### src/rtl/demux1to2_stream.sv
// Registered 1-to-2 valid/ready stream demultiplexer; routing is locked per packet.
// Optional beat counters on cnt1/cnt2 are built when DEMUX_STATS_EN is defined.
module demux1to2_stream #(
    parameter int INPUT_WIDTH = 8,
    parameter int CNT_WIDTH   = 16
) (
    input  logic                   clk,
    input  logic                   rst,
    input  logic [INPUT_WIDTH-1:0] in_data,
    input  logic                   in_valid,
    input  logic                   in_last,
    output logic                   in_ready,
    input  logic                   sel,
    output logic [INPUT_WIDTH-1:0] out1_data,
    output logic                   out1_valid,
    output logic                   out1_last,
    input  logic                   out1_ready,
    output logic [INPUT_WIDTH-1:0] out2_data,
    output logic                   out2_valid,
    output logic                   out2_last,
    input  logic                   out2_ready
`ifdef DEMUX_STATS_EN
    ,
    output logic [CNT_WIDTH-1:0]   cnt1,
    output logic [CNT_WIDTH-1:0]   cnt2
`endif
);

    typedef enum logic [1:0] {IDLE, ROUTE1, ROUTE2} state_t;

    state_t                 state_q, state_d;
    logic [INPUT_WIDTH-1:0] out1_data_q, out1_data_d, out2_data_q, out2_data_d;
    logic                   out1_valid_q, out1_valid_d, out2_valid_q, out2_valid_d;
    logic                   out1_last_q, out1_last_d, out2_last_q, out2_last_d;
    logic                   tgt1;
    logic                   accept;

    // In IDLE the target follows sel live, so a stalled first beat can be retargeted.
    always_comb begin
        case (state_q)
            IDLE:    tgt1 = sel;
            ROUTE1:  tgt1 = 1'b1;
            default: tgt1 = 1'b0;
        endcase
    end

    assign in_ready = tgt1 ? (!out1_valid_q || out1_ready) : (!out2_valid_q || out2_ready);
    assign accept   = in_valid && in_ready;

    always_comb begin
        state_d      = state_q;
        out1_data_d  = out1_data_q;
        out1_valid_d = out1_valid_q;
        out1_last_d  = out1_last_q;
        out2_data_d  = out2_data_q;
        out2_valid_d = out2_valid_q;
        out2_last_d  = out2_last_q;

        if (accept) begin
            if (in_last) begin
                state_d = IDLE;
            end else if (state_q == IDLE) begin
                state_d = sel ? ROUTE1 : ROUTE2;
            end
        end

        if (accept && tgt1) begin
            out1_data_d  = in_data;
            out1_last_d  = in_last;
            out1_valid_d = 1'b1;
        end else if (out1_ready) begin
            out1_valid_d = 1'b0;
        end

        if (accept && !tgt1) begin
            out2_data_d  = in_data;
            out2_last_d  = in_last;
            out2_valid_d = 1'b1;
        end else if (out2_ready) begin
            out2_valid_d = 1'b0;
        end
    end

    always_ff @(posedge clk or posedge rst) begin
        if (rst) begin
            state_q      <= IDLE;
            out1_data_q  <= '0;
            out1_valid_q <= 1'b0;
            out1_last_q  <= 1'b0;
            out2_data_q  <= '0;
            out2_valid_q <= 1'b0;
            out2_last_q  <= 1'b0;
        end else begin
            state_q      <= state_d;
            out1_data_q  <= out1_data_d;
            out1_valid_q <= out1_valid_d;
            out1_last_q  <= out1_last_d;
            out2_data_q  <= out2_data_d;
            out2_valid_q <= out2_valid_d;
            out2_last_q  <= out2_last_d;
        end
    end

    assign out1_data  = out1_data_q;
    assign out1_valid = out1_valid_q;
    assign out1_last  = out1_last_q;
    assign out2_data  = out2_data_q;
    assign out2_valid = out2_valid_q;
    assign out2_last  = out2_last_q;

`ifdef DEMUX_STATS_EN
    logic [CNT_WIDTH-1:0] cnt1_q, cnt1_d, cnt2_q, cnt2_d;

    // Counters track output-side transfers, so they count beats actually delivered.
    always_comb begin
        cnt1_d = cnt1_q;
        cnt2_d = cnt2_q;
        if (out1_valid_q && out1_ready) cnt1_d = cnt1_q + CNT_WIDTH'(1);
        if (out2_valid_q && out2_ready) cnt2_d = cnt2_q + CNT_WIDTH'(1);
    end

    always_ff @(posedge clk or posedge rst) begin
        if (rst) begin
            cnt1_q <= '0;
            cnt2_q <= '0;
        end else begin
            cnt1_q <= cnt1_d;
            cnt2_q <= cnt2_d;
        end
    end

    assign cnt1 = cnt1_q;
    assign cnt2 = cnt2_q;
`else
    localparam int unused_cnt_w = CNT_WIDTH;
`endif

endmodule

### config.mk
export PLATFORM = sky130hd
export DESIGN_NAME = demux1to2_stream
export DESIGN_NICKNAME = d
export VERILOG_FILES = /design/src/rtl/demux1to2_stream.sv
export SDC_FILE = /design/constraint.sdc
export NUM_CORES = 1
export LEC_CHECK = 0
export ABC_CLOCK_PERIOD_IN_PS = 2250
export CAP_MARGIN = 20
export CELL_PAD_IN_SITES_DETAIL_PLACEMENT = 0
export CELL_PAD_IN_SITES_GLOBAL_PLACEMENT = 1
export CORE_MARGIN = 2
export CORE_UTILIZATION = 35
export DETAILED_ROUTE_END_ITERATION = 8
export GPL_TIMING_DRIVEN = 1
export PLACE_DENSITY = 0.92
export RECOVER_POWER = 100
export SLEW_MARGIN = 25
export SYNTH_ARGS = -nofsm -noshare
export SYNTH_HDL_FRONTEND = slang
export SYNTH_SLANG_ARGS = --single-unit
### constraint.sdc
create_clock -name clk -period 2.25 [get_ports clk]
set_input_delay 0.45 -clock clk [delete_from_list [all_inputs] [get_ports clk]]
set_output_delay 0.45 -clock clk [all_outputs]
set_load 0.03 [all_outputs]
Word-level counts from Yosys, hierarchy flattened

Cells that the tools add are included.

Register bits: 22
Input bits: 15

Reductions and logical operators: 13
Muxes and demuxes: 9
Equality and inequality tests: 1

Operators with widths:

| operator           | count |
|---|---|
| $mux 2             | 3 |
| $reduce_bool 2->1  | 3 |
| $mux 1             | 5 |
| $logic_and 1x1->1  | 3 |
| $logic_not 1->1    | 3 |
| $eq 2x1->1 const B | 1 |
| $logic_not 2->1    | 1 |
| $logic_or 1x1->1   | 2 |
| $pmux 1 s2         | 1 |
| $reduce_and 2->1   | 1 |

Depth between registers and ports, before layout

Depth in word-level cells: 6
Gate-level depth with buffers: 3
Gate-level depth less buffers: 3

Least setup slack after synthesis

Ideal clock, no wire load.

Path type: register to output
From: register out1_valid_q, in the netlist out1_valid
To: output port in_ready
Cell stages (with the launch flop): 4
Arrival: 1.071 ns
Required time: 1.800 ns
Setup slack: 0.729 ns
Cell sequence: dfrtp_1 > nand2b_1 > mux2i_1 > inv_1

Word-level cells in the longest chain between the ends: 3

Ends and longest elaborated chain:

| item                   | line | text |
|---|---|---|
| start, declared        | 33   | `logic out1_valid_q, out1_valid_d, out2_valid_q, out2_valid_d;` |
| start signal, assigned | 96   | `out1_valid_q <= out1_valid_d;` |
| $logic_not 1->1        | 47   | `assign in_ready = tgt1 ? (!out1_valid_q \|\| out1_ready) : (!out2_valid_q \|\| out2_ready);` |
| $logic_or 1x1->1       | 47   |  |
| $mux 1                 | 47   |  |
| end, declared          | 12   | `output logic in_ready,` |

Every way passes these cells.

Worst setup path in the final report

From: input port sel
To: output port in_ready

Word-level cells in the longest chain between the ends: 2

Ends and longest elaborated chain:

| item            | line | text |
|---|---|---|
| start, declared | 13   | `input logic sel,` |
| $pmux 1 s2      | 40   | `case (state_q)` |
| $mux 1          | 47   |  |

Every way passes these cells.

==> impl_metrics.yaml <==
timing:
  rsz0062_at_grt: "no"
  clock_skew_ps: 5.07
  setup-tns-final_ps: 0
  hold_viol_final: 0
  max-slew-margin-rel_pct: 46.4
  min_period_ps: 2040
  setup_viol: 0
  whs_ps: 516
  tightest_slew_ps: 803
  slew_viol_final: 0
  clock.fmax_mhz: 489
  finalCritPeriodShare_pct: 90.8
routing:
  wl_met1_um: 782
  wl_um: 1930
  ant_nets: 0
  drt-initial-drc-count: 7
  dr.max_layer_used: "met4"
  drt_pass1_iterations: 4
  drt-vias-per-instance: 4.99
  wire_per_inst_um: 14.5
  route.vias.total: 664
  route.met2.wl_um: 927
  wl_met3_um: 205
  drc: 0
logic_synthesis:
  synth.avg_cell_area_um2: 15.3
  synth_top_family_by_area: "multiplexers"
  synthesis.instances: 60
  ys_ff_latch: 22
  ys_warn_count: 0
  yosysUniqueCellTypes: 17
  synth_fa_ha_area_share_pct: 0
  synthMuxAreaShare_pct: 23.2
  synth-xor-area-share_pct: 0
  synth_compound_area_share_pct: 9.55
  synthSimpleGateAreaFrac_pct: 5.46
  syn_area_um2: 917
  synth-seq-area-share_pct: 60.0
  syn_nets: 75
setup_path:
  cp_max_fo: 2
  crit_slowest_cell: "clkdlybuf4s50_1"
  timing.rr.start: "state_q[0]"
  rr_endpoint: "out2_data[4]"
  end_kind: "output pin"
  critPathBufInv: 3
  critical_path.startpoint: "sel"
  worst_setup_path_start_kind: "primary input"
  r2r_setup_slack_ps: 530
  crit_chain: "clkdlybuf4s50_1 > o21bai_4 > mux2i_1 > inv_1 > clkbuf_2"
  reg2reg_depth: 4
  worstPathArrival_ps: 1590
  slowest_delay_ps: 460
  critical_path_class: "in2out"
  required_ps: 1800
  critical_path.top_delay_family: "buffers and inverters"
clocking:
  cts_hold_buf: 0
  cts_sinks: 22
  cts_root_buffer: "clkbuf_4"
  max-clock-path-buffers: 2
  insertion_delay_ps: 300
  path_clk_slew_ps: 120
  htreeDepth: 1
  numCtsBuffers: 3
  cts_setup_buffers: 0
  cts_tree: "yes"
global_routing:
  grt_pass1_wl_um: 2880
  grt_max_degree: 23
  antenna_found_initial: 0
  grt_pass1_vias: 664
  grt.total_usage_pct: 13.9
  grt_overflow_total: 0
final_layout:
  final_cell_mix: "dfrtp_1 (22), dlygate4sd3_1 (21), mux2_2 (18)"
  antenna_cells: 0
  layout-drive-gt1-share_pct: 29.1
  area_growth_pct: 48.3
  mostFrequentLayoutCell: "dfrtp_1"
  nNetsFinal: 119
  final_cell_count_no_fill: 133
floorplanning:
  die-area_um2: 3050
  die_h_um: 55.2
  coreArea_um2: 2480
  initial_core_util_pct: 37.0
  design.portCount: 36
  die_x_um: 55.2
  row_count: 18
power_and_ir_drop:
  max-vdd-ir-drop_uv: 847
  p_leak_nw: 0.581
  power_density_nw_per_um2: 1290
placed_design:
  dp.cells: 129
  gp_congestion: 0.780
  port_buffers: 35
  dpl.hpwl_um: 1460
run:
  drv_cap: 0
run_status:
  outcome: "complete, no violations"
hold_path:
  hold_path_class: "reg2reg"
  hp-start: "out2_last"
  whs_endpoint: "out2_last"
  holdPathStages: 1
-- registers in the layout, summed over array words and instances (netlist names) --
signal	flops
out1_data	8
out2_data	8
state_q	2
out1_last	1
out1_valid	1
out2_last	1
out2_valid	1
-- how the worst max path moves through the flow --
| stage | to | slack [ps] | cells after the start |
|---|---|---|---|
| 2_1_floorplan | in_ready | 730 | 3 |
| 3_3_place_gp | in_ready | -130 | 5 |
| 3_5_place_dp | in_ready | -210 | 5 |
| 4_1_cts | in_ready | 10 | 5 |
| 5_1_grt | in_ready | 140 | 5 |
| 6_report | in_ready | 210 | 5 |
-- layer usage --
| layer | up-vias | global-route usage, % |
|---|---|---|
| met4 | 0 | 6.10 |
| met2 | 32 | 24.0 |
| met1 | 325 | 15.5 |
| met5 | - | 0 |
| li1 | 305 | - |
| met3 | 2 | 4.57 |
-- logic make-up after synthesis --
group | after synthesis
flip-flops | 22
multiplexers | 19
AND/OR/NAND/NOR | 8
AO/OA/AOI/OAI | 7
buffers and inverters | 4
-- cell usage after synthesis --
cell       count  area (µm²)
inv_1          3        11.3
mux2i_1        1        10.0
mux2_2        18         203
o2bb2ai_1      1        8.76
dfrtp_1       22         551
o21bai_1       1        7.51
nand2b_1       2        12.5
nand3b_1       1        7.51
a31o_2         1        8.76
o41ai_1        1        8.76
o21bai_4       1        18.8
o2111ai_1      1        8.76
nand3_2        1        10.0
nand2_1        3        11.3
o2111ai_4      1        26.3
nand4b_1       1        8.76
clkbuf_2       1        5.00
-- stage by stage --
stage	setup WS, ps	area [µm²]	total power [mW]	utilization [%]
after detailed placement	-213	1340	1.63	54.0
after global placement	-134	1340	1.60	54.0
after global routing	136	1360	1.85	54.9
final	206	1360	1.75	54.9
after CTS	13.6	1370	1.84	55.4
after floorplan	729	917	1.20	-
-- report_power, final --
| group | total, mW | leakage (nW) | internal (mW) | switching (mW) |
|---|---|---|---|---|
| clock network | 0.211 | 0.0210 | 0.0986 | 0.112 |
| registers | 0.642 | 0.261 | 0.556 | 0.0858 |
| logic | 0.895 | 0.299 | 0.393 | 0.502 |
| total | 1.75 | 0.581 | 1.05 | 0.700 |
-- what timing repair did --
item,CTS,global route
setup endpoints to repair,1,1
hold endpoints to repair,0,0
gates resized for setup,1,3
gates cloned,0,0
-- final cells by class --
| cell class | count | area (µm²) |
|---|---|---|
| multi-input cells | 34 | 345 |
| flip-flops and latches | 22 | 551 |
| repair buffers | 40 | 379 |
| well taps | 30 | 37.5 |
| inverters | 3 | 11.3 |
| clock buffers | 4 | 36.3 |
| fillers | 240 | 1120 |
No activity file was read; power rests on OpenSTA's default activity.
==> patch, RTL diff (same flow settings) <==
Set the parameter `INPUT_WIDTH` to 6 (it was 8).
--- a/src/rtl/demux1to2_stream.sv
+++ b/src/rtl/demux1to2_stream.sv
@@ -3,3 +3,3 @@
 module demux1to2_stream #(
-    parameter int INPUT_WIDTH = 8,
+    parameter int INPUT_WIDTH = 6,
     parameter int CNT_WIDTH   = 16
Interface: changed (resized in_data, out1_data and out2_data); port bits go from 36 to 30. The function was not compared with the original's and may differ.
==> patch against the unedited design <==
Combinational power is 21% lower. Cell area is 16% lower. Sequential cell count is 4 lower. Sequential share of layout area is 1.1 points lower. Power is 18% lower. Critical path depth stayed put. Fmax is 5.4% lower. Clock skew is 3.7 ps lower. Wire length is 20% lower. Worst setup slack worse by 120 ps. Synthesized area is 11% lower. First-iteration DRC count is 43% lower. Highest routed layer unchanged.
==> patch: results (changes against the unedited design) <==
[route]
drtIter0Drc=4  ; -3
postRouteWirelength_um=1540  ; -20%
vias=563  ; -15%

[setup_path]
cp_data_arrival_time_ps=1710  ; +120 ps
worstRegToRegCells=2  ; -2
r2r_end=out1_data[4]
worst-r2r-setup-slack_ps=570  ; +40 ps

[min_path]
hold_start=out1_data[0]
holdPathEnd=out1_data[0]

[synth]
synth.net_count=65  ; -13%
synth-seq-area-share_pct=55.0  ; -5.0 points
synth_top_cells_by_count=dfrtp_1 (18), mux2_2 (7), mux2_4 (7), inv_1 (3), nand2_1 (3)
ys_types=18  ; +1
syn_avg_cell_area_um2=15.7  ; +2.9%

[global_route]
first_global_vias=604  ; -9.0%
grt_pass1_wl_um=2620  ; -9.3%
gr-usage-all-layers_pct=13.3  ; -0.62 points
grt_max_degree=19  ; -17%

[outcome]
outcome=completed

[place]
gp_congestion=0.809  ; +3.7%
port_buffers=29  ; -17%
hpwl_um=1170  ; -20%
post-place-ws_ps=-165  ; +48.2 ps
dp.cells=113  ; -12%

[final_layout]
layout-drive-gt1-share_pct=21.3  ; -7.8 points

[clock_tree]
clk_pin_slew_worst_paths_ps=100  ; -20 ps

[power]
net-switching-power_mw=0.569  ; -19%
p_leak_nw=0.492  ; -15%
ir_drop_v=0.000799  ; -5.7%

[sta]
tightest_slew_ps=830  ; +26.9 ps
whs_ps=506  ; -10.2 ps

patch: through the flow:
step | power, mW | utilization, % | area [µm²]
finish | 1.43 | 51.7 | 1140
global route | 1.51 | 51.7 | 1140
CTS | 1.57 | 54.8 | 1210
detailed placement | 1.37 | 53.2 | 1180
global placement | 1.36 | 53.2 | 1180
floorplan | 1.02 | - | 818
patch: worst max-delay path by stage:
stage	end	cells after the start	slack, ps
floorplan	in_ready	3	690
global placement	in_ready	5	-160
detailed placement	in_ready	5	-160
CTS	in_ready	5	80
global route	in_ready	5	30
finish	in_ready	5	90
patch: critical path, cell delays in order:
cell,delay (ps)
clkdlybuf4s50_1,460
o21bai_4,170
mux2i_1,240
inv_1,50
dlygate4sd2_1,350
patch: kinds of logic after synthesis:
| group | count (synthesis) | share of synthesized area, % |
|---|---|---|
| AO/OA/AOI/OAI | 7 | 11.6 |
| buffers and inverters | 4 | 1.99 |
| flip-flops | 18 | 55.0 |
| multiplexers | 15 | 23.7 |
| AND/OR/NAND/NOR | 8 | 7.65 |
patch: final cells by class:
type | instances | area, µm²
clock buffer | 4 | 36.3
fill | 213 | 1070
timing repair buffer | 34 | 323
sequential | 18 | 450
tap | 28 | 35.0
inverter | 3 | 11.3
multi-input combinational | 30 | 288
patch: routing by layer:
layer | wire, µm | track usage [%]
met2 | 720 | 20.2
met5 | 0 | 0
met3 | 133 | 4.86
met1 | 642 | 15.8
met4 | 39 | 8.12
patch: repair_timing:
item	in CTS	in global routing
setup endpoints to repair	1	0
resized for setup	1	0
hold buffers	0	0
patch: power groups by stage:
stage               clock, mW  sequential, mW  combinational [mW]
global route            0.218           0.544               0.753
finish                  0.193           0.526               0.711
detailed placement          0           0.540               0.832
CTS                     0.203           0.537               0.830
global placement            0           0.537               0.819
floorplan                   0           0.781               0.243
